<file path="config.mk">
export PLATFORM = sky130hd
export DESIGN_NAME = load_store_unit
export DESIGN_NICKNAME = d
export VERILOG_FILES = /design/src/rtl/rv32i_pkg.sv /design/src/rtl/lsu_align_check.sv /design/src/rtl/load_store_unit.sv
export SDC_FILE = /design/constraint.sdc
export NUM_CORES = 1
export LEC_CHECK = 0
export ABC_AREA = 1
export ABC_CLOCK_PERIOD_IN_PS = 1800
export CAP_MARGIN = 10
export CORE_MARGIN = 2
export CORE_UTILIZATION = 42
export DETAILED_ROUTE_END_ITERATION = 8
export PLACE_DENSITY = 0.85
export SLEW_MARGIN = 25
export SYNTH_ARGS = -nofsm -noshare
export SYNTH_HDL_FRONTEND = slang
export SYNTH_SLANG_ARGS = --single-unit
</file>
<file path="constraint.sdc">
create_clock -name clk -period 1.8 [get_ports clk]
set_clock_uncertainty 0.1 [all_clocks]
set_input_delay 0.18 -clock clk [delete_from_list [all_inputs] [get_ports clk]]
set_output_delay 0.18 -clock clk [all_outputs]
set_load 0.05 [all_outputs]
</file>
<file path="src/rtl/rv32i_pkg.sv">
// Shared RV32I load/store encodings and the LSU state type.
package rv32i_pkg;

  localparam logic [2:0] F3_B  = 3'b000;
  localparam logic [2:0] F3_H  = 3'b001;
  localparam logic [2:0] F3_W  = 3'b010;
  localparam logic [2:0] F3_BU = 3'b100;
  localparam logic [2:0] F3_HU = 3'b101;

  localparam logic [1:0] SZ_B = 2'b00;
  localparam logic [1:0] SZ_H = 2'b01;
  localparam logic [1:0] SZ_W = 2'b10;

  typedef enum logic [1:0] {
    S_IDLE,
    S_ACCESS,
    S_CAPTURE,
    S_RESP
  } lsu_state_e;

endpackage

</file>
<file path="src/rtl/lsu_align_check.sv">
// Combinational legality decode for one load/store request.
module lsu_align_check
  import rv32i_pkg::*;
(
  input  logic [2:0] funct3,
  input  logic       we,
  input  logic [1:0] addr_lo,
  output logic       err
);

  logic w_bad_f3;
  logic w_bad_st;
  logic w_misalign;

  always_comb begin
    // 011, 110, 111 have no load/store meaning
    w_bad_f3   = (funct3 == 3'b011) || (funct3[2:1] == 2'b11);
    // unsigned variants exist only for loads
    w_bad_st   = we && funct3[2];
    w_misalign = ((funct3[1:0] == SZ_H) && addr_lo[0]) ||
                 ((funct3[1:0] == SZ_W) && (addr_lo != 2'b00));
    err        = w_bad_f3 || w_bad_st || w_misalign;
  end

endmodule

</file>
<file path="src/rtl/load_store_unit.sv">
// Single-request load/store unit: legality check, one memory access, held response.
module load_store_unit
  import rv32i_pkg::*;
(
  input  logic        clk,
  input  logic        rst,
  input  logic        req_valid,
  output logic        req_ready,
  input  logic        req_we,
  input  logic [2:0]  req_funct3,
  input  logic [31:0] req_addr,
  input  logic [31:0] req_wdata,
  output logic        rsp_valid,
  input  logic        rsp_ready,
  output logic [31:0] rsp_rdata,
  output logic        rsp_err,
  output logic [31:0] mem_addr,
  output logic [31:0] mem_wdata,
  output logic        mem_read,
  output logic        mem_write,
  output logic [1:0]  mem_size,
  output logic        mem_is_signed,
  input  logic [31:0] mem_rdata
);

  lsu_state_e r_state;
  logic       r_we;
  logic       w_err;

  lsu_align_check u_align (
    .funct3  (req_funct3),
    .we      (req_we),
    .addr_lo (req_addr[1:0]),
    .err     (w_err)
  );

  // gated by rst so the core sees no ready while reset is held
  assign req_ready = rst && (r_state == S_IDLE);

  always_ff @(posedge clk or negedge rst) begin
    if (!rst) begin
      r_state       <= S_IDLE;
      r_we          <= 1'b0;
      mem_addr      <= '0;
      mem_wdata     <= '0;
      mem_read      <= 1'b0;
      mem_write     <= 1'b0;
      mem_size      <= '0;
      mem_is_signed <= 1'b0;
      rsp_valid     <= 1'b0;
      rsp_rdata     <= '0;
      rsp_err       <= 1'b0;
    end else begin
      case (r_state)
        S_IDLE: begin
          if (req_valid) begin
            if (w_err) begin
              r_state   <= S_RESP;
              rsp_valid <= 1'b1;
              rsp_err   <= 1'b1;
              rsp_rdata <= '0;
            end else begin
              r_state       <= S_ACCESS;
              r_we          <= req_we;
              mem_addr      <= req_addr;
              mem_wdata     <= req_wdata;
              mem_size      <= req_funct3[1:0];
              mem_is_signed <= ~req_we & ~req_funct3[2];
              mem_write     <= req_we;
              mem_read      <= ~req_we;
            end
          end
        end
        S_ACCESS: begin
          mem_write <= 1'b0;
          if (r_we) begin
            r_state   <= S_RESP;
            rsp_valid <= 1'b1;
            rsp_err   <= 1'b0;
            rsp_rdata <= '0;
          end else begin
            r_state <= S_CAPTURE;
          end
        end
        S_CAPTURE: begin
          // memory returns data already extended to 32 bits
          mem_read  <= 1'b0;
          rsp_rdata <= mem_rdata;
          rsp_err   <= 1'b0;
          rsp_valid <= 1'b1;
          r_state   <= S_RESP;
        end
        S_RESP: begin
          if (rsp_ready) begin
            rsp_valid <= 1'b0;
            rsp_err   <= 1'b0;
            rsp_rdata <= '0;
            r_state   <= S_IDLE;
          end
        end
        default: r_state <= S_IDLE;
      endcase
    end
  end

endmodule

</file>
==> results.cfg <==
[clocking]
cts-root-to-sink-buffers = 2
clk_pin_slew_worst_paths_ns = 0.07
numClockSinks = 106
tritoncts = done
cts_buffers = 9
cts.root.buffer_cell = clkbuf_16
clock_tree.htree_level_count = 3
clk-insertion-delay-late_ns = 0.34

[worst_setup_path]
critical_path_arrival_ns = 1.49
critPathSlowestCell = clkdlybuf4s50_1
required_ns = 1.52
path_cells = clkdlybuf4s50_1
timing.critical_path.to_type = primary output
worst-path-buf-inv = 1
slowest_delay_ns = 0.80
crit_fanout = 2
critical_path_s_top_delay_family = buffers and inverters
timing_worst_setup_path_type = register to primary output
timing.critical_path.from_type = register

[sta]
hold_ws_ns = 0.153
totalNegativeSetupSlack_ns = 0
slew-limit-headroom_pct = 60.8
worst_slack_ns = 0.0274
final_max_slew_viol_count = 0
maxClockFrequency_mhz = 564
tightest_slew_ns = 0.587
setup_viol = 0
final.period_utilization_pct = 98.5
finalWorstPathRequiredPeriod_ns = 1.77
grt_setup_unrepaired = true
finalHoldViolations = 0

[synthesis]
synthesis.instances = 538
post-synth-top-count-cell = nand2_1
synth_warnings = 0
synth.cells.most_frequent = nand2_1, dfrtp_1, nand4_1
share_of_yosys_cell_area_claimed_by_the_top_area_cell_type_pct = 55.6
dominantRegCellSynth = dfrtp_1
synth_cell_type_count = 22
count_of_flip_flops_with_a_built_in_enable_after_synthesis = 0
ys_top_cells_by_area = dfrtp_1, nand2_1, nand4_1, nand3b_1, buf_2
postSynthRegisterBits = 106
yosysSeqAreaShare_pct = 55.6
synthArstFlopShare_pct = 100
synth_area_um2 = 4770
synth_nets = 647
yosys.area.top_type = dfrtp_1
synth_area_per_cell_um2 = 8.87

[placement]
placedCellCount = 861
hpwl_um = 9780
place.port_buffers = 207
post_place_worst_slack_ns = -0.139
globalplace.congestion = 0.796

[global_routing]
antenna_found_initial = 0
busiest_grt_layer = met2
globalRouteMet3Util_pct = 6.59
globalRouteOverflowTotal = 0
gr-usage-all-layers_pct = 22.8
grtUsageMet1_pct = 29.0
grt_first_pass_wirelength_um = 23000
largest_net_degree_at_the_start_of_global_routing = 107
via_count_of_the_first_global_routing_pass = 4623
groute.layer.met2.usage_pct = 37.9

[min_path]
hp-class = input port to register

[finish]
n_antenna_cell = 0
fill_cells = 813
multi_input_logic_area_um2 = 1920
final-seq-area_um2 = 2650
final_nets = 855
syn2layout_area_growth_pct = 58.9
drive_above_1_share_pct = 12.3
instances_no_fill = 891

[detailed_routing]
drt.antenna.violating_nets = 0
average_wire_per_standard_cell_um = 16.1
vias_per_cell = 5.21
route.vias.total = 4645
drt_wl_total_um = 14400
post-route-drc-count = 0
drt_first_pass_iters = 5
dr.first_iter.drc_count = 372

[floorplanning]
die-area_um2 = 12200
floorplan.die.width_um = 111
rows = 38
start_util_pct = 43.5
die-height_um = 111
floorplan.io_pins = 208
placeable_core_area_um2 = 11000

[pwr]
pwr_density_cell_nw_per_um2 = 1950
leakage_nw = 4.33
design_power_total_w = 0.0148
max-vdd-ir-drop_v = 0.00114

[outcome]
outcome = finished clean

[job]
maxCapViolCount = 0
==> layer usage <==
layer  wire length [um]  vias up
met5                  0        -
li1                   -     2203
met3               1160       14
met2               6910      201
met4                198        0
met1               6110     2227
==> registers in the layout, indices dropped and copies added, names as in the netlist, 2 cells and up <==
register / count
mem_size: 2
mem_wdata: 32
r_state: 2
rsp_rdata: 32
mem_addr: 32
==> cells by family (layout without fill, tap and decap cells) <==
kind of cell / after synthesis / count (layout) / synth area share (%)
simple gates: 364 / 366 / 36.2
flops: 106 / 106 / 55.6
buf+inv: 55 / 266 / 5.87
compound gates: 8 / 8 / 1.10
fa+ha+maj: 5 / 5 / 1.31
==> layout make-up <==
class / instances / share of cell area (%)
clock inverter: 5 / 0.726
clock buffer: 11 / 3.07
inverter: 12 / 0.594
sequential: 106 / 35.0
timing repair buffer: 238 / 33.0
multi-input combinational: 379 / 25.3
tap: 140 / 2.31
==> per-stage QoR <==
step	util, %	cell area (um^2)
2_1_floorplan	-	4770
6_report	69.1	7580
3_5_place_dp	63.6	6980
4_1_cts	66.7	7320
5_1_grt	69.1	7580
3_3_place_gp	63.6	6980
==> cells in the final DEF, fill, tap and decap left out, types with 3 or more instances in the layout <==
master,instances
inv_2,4
clkdlybuf4s50_1,112
dfrtp_1,106
buf_12,11
nand3b_1,32
a21oi_1,3
ha_1,3
dlymetal6s2s_1,46
dlygate4sd2_1,20
inv_1,8
a21boi_0,3
nor2_1,4
nand2_1,244
nand4_1,70
clkbuf_16,10
nand3_1,4
buf_4,45
==> timing repair <==
item / CTS / global route
hold buffers: 1 / 0
pin swaps: 0 / 4
endpoints found under the hold margin: 106 / 0
setup endpoints to repair: 55 / 82
cloned: 1 / 3
resized for setup: 25 / 56
buffers inserted: 2 / 7
==> power by group <==
part | internal [W] | total [W] | leakage (nW) | switching, W
Combinational | 0.00290 | 0.00892 | 2.84 | 0.00602
Clock | 0.00108 | 0.00191 | 0.136 | 0.000835
Sequential | 0.00339 | 0.00396 | 1.36 | 0.000573
Total | 0.00737 | 0.0148 | 4.33 | 0.00743
==> worst paths after layout <==
kind / start / endpoint / slack (ns) / cells past startpoint
worst max register to register: r_state[1] / rsp_rdata[31] / 0.08 / 8
min in group asynchronous: rst / rsp_rdata[9] / 0.40 / 3
worst max-delay path: rsp_rdata[0] / rsp_rdata[0] / 0.03 / 1
max in group asynchronous: rst / mem_addr[20] / 0.79 / 3
worst min-delay path: req_valid / r_we / 0.15 / 3
worst min register to register: mem_wdata[16] / mem_wdata[16] / 0.37 / 2
Note: power is estimated with default switching activity, not from simulation.
